[config.mk]
export PLATFORM = sky130hd
export DESIGN_NAME = muldiv_unit_flat
export DESIGN_NICKNAME = d
export VERILOG_FILES = /design/src/rtl/muldiv_unit_if.sv /design/src/rtl/muldiv_unit.sv /design/src/flat_wrapper.sv
export SDC_FILE = /design/constraint.sdc
export NUM_CORES = 1
export LEC_CHECK = 0
export CELL_PAD_IN_SITES_DETAIL_PLACEMENT = 0
export CELL_PAD_IN_SITES_GLOBAL_PLACEMENT = 1
export CORE_MARGIN = 3
export CORE_UTILIZATION = 49
export DETAILED_ROUTE_END_ITERATION = 10
export PLACE_DENSITY_LB_ADDON = 0.1
export SLEW_MARGIN = 0
export SYNTH_ARGS = -nofsm -noshare
export SYNTH_HDL_FRONTEND = slang
export SYNTH_SLANG_ARGS = --single-unit
[constraint.sdc]
create_clock -name clk -period 12.9 [get_ports clk]
set_input_delay 1.29 -clock clk [delete_from_list [all_inputs] [get_ports clk]]
set_output_delay 1.29 -clock clk [all_outputs]
set_load 0.05 [all_outputs]
[src/rtl/muldiv_unit_if.sv]
// muldiv_unit_if: request/response bundle between the core controller and muldiv_unit.
//   start  : request pulse, sampled only while the unit is idle
//   op     : RV32M funct3 (mul, mulh, mulhsu, mulhu, div, divu, rem, remu)
//   a, b   : rs1 / rs2 operands
//   busy   : operation in flight
//   done   : one-cycle completion pulse
//   result : result, held until the next accepted start
// Modports: master = controller side, slave = muldiv_unit side.
interface muldiv_unit_if #(
    parameter int unsigned WIDTH = 32
);
    logic             start;
    logic [2:0]       op;
    logic [WIDTH-1:0] a;
    logic [WIDTH-1:0] b;
    logic             busy;
    logic             done;
    logic [WIDTH-1:0] result;

    modport master (output start, op, a, b, input busy, done, result);
    modport slave  (input start, op, a, b, output busy, done, result);
endinterface

[src/rtl/muldiv_unit.sv]
// muldiv_unit: iterative RV32M multiply/divide unit.
// Operand magnitudes go through a shared one-bit-per-cycle shift-add / restoring-subtract
// datapath for WIDTH cycles, followed by a sign-fixup cycle. Divide-by-zero and signed
// overflow bypass the iteration and finish two cycles after start.
// Ports:
//   clk   : rising-edge clock
//   reset : asynchronous, active-high; clears all state and outputs
//   bus   : muldiv_unit_if.slave (start, op, a, b in; busy, done, result out)
// Build option: define MULDIV_FAST_MUL_EN to compute the four multiplies with a single-cycle
// 2*WIDTH product (done two cycles after start); divide timing is unchanged. Results are
// identical in both builds.
module muldiv_unit #(
    parameter int unsigned WIDTH = 32
) (
    input  logic          clk,
    input  logic          reset,
    muldiv_unit_if.slave  bus
);
    localparam int unsigned     CntW   = $clog2(WIDTH);
    localparam logic [WIDTH-1:0] MinNeg = {1'b1, {(WIDTH-1){1'b0}}};

    typedef enum logic [1:0] {StIdle, StCalc, StFix} state_e;

    state_e             state_q, state_d;
    logic [2:0]         op_q, op_d;
    logic               a_neg_q, a_neg_d;
    logic               b_neg_q, b_neg_d;
    logic               special_q, special_d;
    logic [2*WIDTH-1:0] acc_q, acc_d;
    logic [WIDTH-1:0]   opnd_q, opnd_d;
    logic [CntW-1:0]    cnt_q, cnt_d;
    logic               busy_q, busy_d;
    logic               done_q, done_d;
    logic [WIDTH-1:0]   result_q, result_d;

    // Request decode
    logic             accept;
    logic             a_signed, b_signed, a_neg, b_neg;
    logic [WIDTH-1:0] a_mag, b_mag;
    logic             div_zero, div_ovf;
    logic [WIDTH-1:0] special_res;

    // A start coinciding with done is dropped; the controller re-issues it.
    assign accept   = bus.start & ~busy_q & ~done_q;
    assign a_signed = (bus.op == 3'b001) || (bus.op == 3'b010) ||
                      (bus.op == 3'b100) || (bus.op == 3'b110);
    assign b_signed = (bus.op == 3'b001) || (bus.op == 3'b100) || (bus.op == 3'b110);
    assign a_neg    = a_signed & bus.a[WIDTH-1];
    assign b_neg    = b_signed & bus.b[WIDTH-1];
    // MinNeg negates to itself, which is its correct unsigned magnitude.
    assign a_mag    = a_neg ? -bus.a : bus.a;
    assign b_mag    = b_neg ? -bus.b : bus.b;
    assign div_zero = bus.op[2] && (bus.b == '0);
    assign div_ovf  = bus.op[2] && !bus.op[0] && (bus.a == MinNeg) && (bus.b == '1);
    assign special_res = div_zero ? (bus.op[1] ? bus.a : '1) : (bus.op[1] ? '0 : bus.a);

`ifdef MULDIV_FAST_MUL_EN
    logic [2*WIDTH-1:0] fast_prod;
    assign fast_prod = {{WIDTH{1'b0}}, a_mag} * {{WIDTH{1'b0}}, b_mag};
`endif

    // Shared iteration step. Multiply: acc = {partial product, multiplier}, opnd = multiplicand.
    // Divide: acc = {remainder, quotient}, opnd = divisor; the adder runs as base - divisor.
    logic [WIDTH:0]     add_base, add_opnd, add_sum;
    logic               add_cin;
    logic [2*WIDTH-1:0] acc_step;

    always_comb begin
        if (op_q[2]) begin
            add_base = acc_q[2*WIDTH-1:WIDTH-1];  // remainder shifted left with next dividend bit
            add_opnd = ~{1'b0, opnd_q};
            add_cin  = 1'b1;
        end else begin
            add_base = {1'b0, acc_q[2*WIDTH-1:WIDTH]};
            add_opnd = acc_q[0] ? {1'b0, opnd_q} : '0;
            add_cin  = 1'b0;
        end
        add_sum = add_base + add_opnd + {{WIDTH{1'b0}}, add_cin};

        if (!op_q[2]) begin
            acc_step = {add_sum, acc_q[WIDTH-1:1]};
        end else if (!add_sum[WIDTH]) begin
            acc_step = {add_sum[WIDTH-1:0], acc_q[WIDTH-2:0], 1'b1};
        end else begin
            acc_step = {acc_q[2*WIDTH-2:0], 1'b0};
        end
    end

    // Sign fixup and result selection
    logic [2*WIDTH-1:0] prod;
    logic [WIDTH-1:0]   quot, rem, fix_res;

    always_comb begin
        prod = (a_neg_q ^ b_neg_q) ? -acc_q : acc_q;
        quot = (a_neg_q ^ b_neg_q) ? -acc_q[WIDTH-1:0] : acc_q[WIDTH-1:0];
        rem  = a_neg_q ? -acc_q[2*WIDTH-1:WIDTH] : acc_q[2*WIDTH-1:WIDTH];
        case (op_q)
            3'b000:                 fix_res = prod[WIDTH-1:0];
            3'b001, 3'b010, 3'b011: fix_res = prod[2*WIDTH-1:WIDTH];
            3'b100, 3'b101:         fix_res = quot;
            default:                fix_res = rem;
        endcase
    end

    // Next-state logic
    always_comb begin
        state_d   = state_q;
        op_d      = op_q;
        a_neg_d   = a_neg_q;
        b_neg_d   = b_neg_q;
        special_d = special_q;
        acc_d     = acc_q;
        opnd_d    = opnd_q;
        cnt_d     = cnt_q;
        done_d    = 1'b0;
        result_d  = result_q;

        case (state_q)
            StIdle: begin
                if (accept) begin
                    op_d      = bus.op;
                    a_neg_d   = a_neg;
                    b_neg_d   = b_neg;
                    special_d = 1'b0;
                    cnt_d     = '0;
                    state_d   = StCalc;
                    if (bus.op[2]) begin
                        opnd_d = b_mag;
                        acc_d  = {{WIDTH{1'b0}}, a_mag};
                    end else begin
                        opnd_d = a_mag;
                        acc_d  = {{WIDTH{1'b0}}, b_mag};
                    end
`ifdef MULDIV_FAST_MUL_EN
                    if (!bus.op[2]) begin
                        acc_d   = fast_prod;
                        state_d = StFix;
                    end
`endif
                    if (div_zero || div_ovf) begin
                        special_d = 1'b1;
                        acc_d     = {{WIDTH{1'b0}}, special_res};
                        state_d   = StFix;
                    end
                end
            end
            StCalc: begin
                acc_d = acc_step;
                cnt_d = cnt_q + CntW'(1);
                if (cnt_q == CntW'(WIDTH - 1)) begin
                    state_d = StFix;
                end
            end
            StFix: begin
                result_d = special_q ? acc_q[WIDTH-1:0] : fix_res;
                done_d   = 1'b1;
                state_d  = StIdle;
            end
            default: state_d = StIdle;
        endcase

        busy_d = (state_d != StIdle);
    end

    always_ff @(posedge clk or posedge reset) begin
        if (reset) begin
            state_q <= StIdle;
        end else begin
            state_q <= state_d;
        end
    end

    always_ff @(posedge clk or posedge reset) begin
        if (reset) begin
            op_q      <= '0;
            a_neg_q   <= 1'b0;
            b_neg_q   <= 1'b0;
            special_q <= 1'b0;
            acc_q     <= '0;
            opnd_q    <= '0;
            cnt_q     <= '0;
            busy_q    <= 1'b0;
            done_q    <= 1'b0;
            result_q  <= '0;
        end else begin
            op_q      <= op_d;
            a_neg_q   <= a_neg_d;
            b_neg_q   <= b_neg_d;
            special_q <= special_d;
            acc_q     <= acc_d;
            opnd_q    <= opnd_d;
            cnt_q     <= cnt_d;
            busy_q    <= busy_d;
            done_q    <= done_d;
            result_q  <= result_d;
        end
    end

    assign bus.busy   = busy_q;
    assign bus.done   = done_q;
    assign bus.result = result_q;
endmodule

[src/flat_wrapper.sv]
// flat-port wrapper written by rule: the top's interface ports become plain ports
module muldiv_unit_flat 
#(
    parameter int unsigned WIDTH = 32
)
  (clk, reset, bus_start, bus_op, bus_a, bus_b, bus_busy, bus_done, bus_result);
  muldiv_unit_if #(.WIDTH(WIDTH)) bus_i ();
  input  logic clk;
  input  logic reset;
  input wire logic [$bits(bus_i.start)-1:0] bus_start;
  input wire logic [$bits(bus_i.op)-1:0] bus_op;
  input wire logic [$bits(bus_i.a)-1:0] bus_a;
  input wire logic [$bits(bus_i.b)-1:0] bus_b;
  output wire logic [$bits(bus_i.busy)-1:0] bus_busy;
  output wire logic [$bits(bus_i.done)-1:0] bus_done;
  output wire logic [$bits(bus_i.result)-1:0] bus_result;
  assign bus_i.start = bus_start;
  assign bus_i.op = bus_op;
  assign bus_i.a = bus_a;
  assign bus_i.b = bus_b;
  assign bus_busy = bus_i.busy;
  assign bus_done = bus_i.done;
  assign bus_result = bus_i.result;
  muldiv_unit #(.WIDTH(WIDTH)) u_core (.clk(clk), .reset(reset), .bus(bus_i));
endmodule
==> results.md <==
Run status:
- The flow ran to the end, and the final reports show no timing, DRC or antenna violations.

Routing:
- The routed wire length on met2 is 23300 um.
- The count of nets left with antenna violations once routing finished came out at 0.
- The average wire per standard cell is 23.9 um.
- The total detailed-routing wirelength is 53500 um.
- The detailed-router iteration count before antenna repair is 6.
- The total met3 wirelength after detailed routing is 4640 um.
- The highest metal layer used by the detailed router is met4.
- Detailed routing inserted a total of 14.7k vias.
- After detailed routing, the number of vias per cell comes to 6.57.
- The number of remaining DRC errors is 0.
- For this block, wires on met1 add up to 22400 um.
- After the first detailed-routing iteration, the DRC count stood at 1636.

Global route:
- The initial antenna violation count is 0.
- The maximum number of pins on one net before global-route repair is 81.
- The number of global-route vias before repair is 13.9k.
- Global routing finished with a remaining overflow of 0.
- The first global-routing pass estimated 82400 um of wire.
- For this run, the total global-route usage over all layers was measured as 34.2%.

Timing:
- The final number of setup-violating endpoints is 0.
- At the pin with the least slew margin, the transition time is 1.11 ns.
- For the finished layout, the period the worst path requires is 5.17 ns.
- Timing would allow up to 194 MHz.
- The total negative setup slack is 0 ns.
- The headroom to the max-slew limit is 24.0%.
- The setup skew after layout is 0.0141 ns.
- Setup repair after global routing left no endpoint under its margin.
- The final hold violation count is 0.
- The total count of max-transition violations in the final report is 0.
- After layout, the worst path uses 40.1% of the clock period.

Job:
- The max capacitance violation total is 0.

Yosys:
- Of all flip-flops after synthesis, the portion carrying an async set or reset was 100%.
- The commonest cells after synthesis are 204 x o21ai_0, 188 x nand2_1, 146 x a21oi_1, 143 x dfrtp_1, 142 x nor2_1.
- The mean cell area of the mapped netlist is 7.60 um^2.
- The area of the mapped netlist is 14200 um^2.
- The cell count after synthesis came out at 1866.
- The number of enable flip-flop cells after synthesis is 0.
- For this run, the leading register cell type out of synthesis is dfrtp_1.
- The cell type with the highest aggregate area in the netlist is dfrtp_1.
- By instance count, the leading cell after synthesis is o21ai_0.
- The count of state elements after synthesis is 143.
- In the post-synthesis netlist, the biggest area contributors are dfrtp_1 25%, o21ai_0 7.2%, xnor2_1 5.5%, a21oi_1 5.2%, nand2_1 5.0%.
- The yosys synthesis warning count is 0.
- The portion of netlist area occupied by mux cells is 6.63%.
- Of the total synthesized cell area, the portion taken by AND, OR, NAND and NOR gates is 20.6%.
- The net count of the mapped netlist is 1977.
- The compound-cell area share of the yosys netlist is 27.9%.
- Of the post-synthesis cell area, the dominant cell type holds 25.2%.
- The parity-gate share of the synthesized area counting xor and xnor cells is 10.2%.
- The synthesized netlist devotes 3.72% of its cell area to adder and majority cells.
- The post-synthesis cell type count is 80.
- The dominant combinational cell family by area after synthesis is compound AO/OA/AOI/OAI gates.
- For this run, the register share of the synthesized area comes to 25.2%.

Worst setup path:
- Broken down by cell family, the worst path's largest delay share belongs to simple AND/OR/NAND/NOR gates.
- The start-to-end type of the worst setup path is input pin to flop.
- The number of buffers and inverters on the critical path is 3.
- The critical path's largest stage delay is 1.09 ns.
- Data on the critical path is required at its endpoint by 13.23 ns.
- The worst setup path is launched from an input pin.
- The cell with the largest stage delay on the worst path is clkinv_1.
- The capturing element type of the critical path is a flop.
- For the worst setup path, the data arrival time is 5.50 ns.
- Walking the worst path, the cells encountered are buf_2 -> buf_4 -> clkinv_1 -> nor4_4 -> or2_1 -> nor2_1 -> a221o_1 -> o21a_1.
- The start point of the critical path is bus_op[2].
- The critical register-to-register path startpoint is u_core.op_q[2].
- Along the worst path, the maximum fanout reaches 71.

Hold path:
- The worst min-delay path startpoint is u_core.bus.result[24].
- The min-delay analysis places its worst path in the category flop to flop.

Floorplan:
- The floorplan step defined a die boundary enclosing 31000 um^2.
- For this configuration, the core starts out at a cell density of 50.4%.
- The total area inside the core boundary comes to 28200 um^2.
- In this run the vertical extent of the chip is 176 um.
- The floorplan has 61 rows.
- The width of the die is 176 um.
- The number of top-level design ports is 104.

Clock network:
- The clock transition at the registers of the reported paths is 0.07 ns.
- The latest clock arrival within the worst-skew pair is 0.44 ns.
- The TritonCTS clock tree is yes.
- The quantity of gates resized following cts is 0.
- The post-CTS setup repair buffer count is 0.
- CTS saw 143 sinks.
- In this run the deepest clock path goes through 2 buffers.
- The cell at the root of the clock tree is clkbuf_16.
- For this design, the CTS-stage hold fixing added 0 buffers.
- Buffers inserted during clock tree synthesis total 17.
- The maximum level of the CTS H-tree is 4.

Place:
- Port buffering added 103 buffers.
- The placed instances occupy a cell area of 15300 um^2.
- The HPWL after detailed placement is 39400 um.
- The routability-driven placement congestion ratio is 0.955.
- The number of placed instances, taps included, is 2209.

Final layout:
- The diode insertion count for antenna repair is 0.
- In the final layout, the multi-input gates occupy 9860 um^2.
- For this run, the post-layout net count is 1961.
- The count of placed standard cells in the final layout, fillers left out is 2241.
- The proportion of layout cells with a drive suffix above 1 is 6.55%.
- Across the whole layout, storage elements account for 3580 um^2.
- Measured on the finished design, the core utilization comes to 56.4%.
- After routing the design area is 15900 um^2.
- The number of fill cells in the layout is 2673.
- The area overhead of the layout relative to synthesis is 12.0%.

Pwr:
- The highest ir drop seen on vdd is 0.000199 V.
- The power per cell area is 307 nW/um^2.
- The cell leakage power is 6.23 nW.
- The design draws 4.88 mW.
[path summary, 6_finish.rpt]
kind / end / slack [ns] / cells after the start
min in group asynchronous: u_core.bus.result[11] / 1.36 / 2
setup reg to reg: u_core.acc_q[53] / 8.02 / 13
setup / recovery: u_core.acc_q[27] / 7.73 / 8
max in group asynchronous: u_core.op_q[2] / 10.10 / 3
hold / removal: u_core.bus.result[24] / 0.48 / 2
hold reg to reg: u_core.bus.result[24] / 0.48 / 2
[sequential cells by signal (all words and copies together) (netlist names)]
signal,count
u_core.bus.result,32
u_core.a_neg_q,1
u_core.bus.done,1
u_core.acc_q,64
u_core.b_neg_q,1
u_core.bus.busy,1
u_core.op_q,3
u_core.state_q,2
u_core.cnt_q,5
u_core.special_q,1
u_core.opnd_q,32
[per-layer routing]
metal	vias up	GRT usage, %
li1	6825	-
met5	-	0
met4	0	18.8
met2	736	51.5
met3	143	6.77
met1	7028	46.1
[through the flow]
stage / worst slack (ns) / hold slack, ns
after detailed placement: 7.38 / 0.469
after global placement: 7.48 / 0.471
after floorplan: 7.77 / 0.465
after CTS: 7.83 / 0.487
after global routing: 7.53 / 0.497
final: 7.73 / 0.485
[report_power, final]
group          switching (mW)  total (mW)  leakage, nW  internal, mW
clock                   0.245       0.528        0.299         0.283
sequential              0.405        1.05         1.78         0.646
combinational            1.99        3.30         4.15          1.31
total                    2.64        4.88         6.23          2.24
[cells by family (layout without fill, tap and decap cells)]
kind of cell,count (synthesis),in the layout
AOI/OAI and AO/OA,628,628
xor gates and xnor gates,165,165
and+or+nand+nor,596,596
adders and majority gates,41,41
DFF,143,143
buffers and inverters,203,200
muxes,90,90
[layout by cell type, fill, tap and decap left out, types with 11 or more instances in the layout]
cell type / synthesis / final
a21o_1: 16 / 16
buf_4: 2 / 24
inv_1: 38 / 37
nor3_1: 39 / 39
ha_1: 39 / 39
clkdlybuf4s50_1: 0 / 102
xor2_1: 75 / 74
or4_1: 12 / 11
o41ai_1: 13 / 13
a21oi_1: 146 / 146
nor2_1: 142 / 141
o21a_1: 11 / 11
o22ai_1: 15 / 15
a221oi_1: 18 / 18
nand2b_1: 14 / 14
mux2i_1: 58 / 58
nand4_1: 19 / 19
o21ai_0: 204 / 204
clkbuf_16: 0 / 17
o31ai_1: 27 / 27
o211ai_1: 14 / 14
a31oi_1: 21 / 21
a22oi_1: 19 / 19
xnor2_1: 89 / 88
and2_1: 11 / 11
dfrtp_1: 143 / 142
a211oi_1: 37 / 37
or3_1: 19 / 19
o221ai_1: 31 / 31
mux2_2: 32 / 32
nand2_1: 188 / 188
nand3_1: 65 / 65
and3_1: 19 / 19
nor4_1: 17 / 16
[worst register-to-register path, cell delays in order, from the launching register on]
cell and delay [ns]:
dfrtp_4 0.49, clkinv_1 0.28, buf_4 0.39, o21ai_0 0.81, ha_1 0.43, and4_1 0.21, and3_1 0.18, a32oi_1 0.31
a21oi_1 0.15, o22ai_2 0.34, xnor2_4 0.15, buf_4 0.47, mux2_2 0.41, o221ai_1 0.16
[layout make-up]
type,count,area share [%]
Clock buffer,18,2.77
Clock inverter,14,1.03
Inverter,41,1.00
Multi-Input combinational cell,1520,62.1
Sequential cell,143,22.6
Tap cell,378,2.98
Timing Repair Buffer,127,7.60
(Power assumes the default switching activity.)
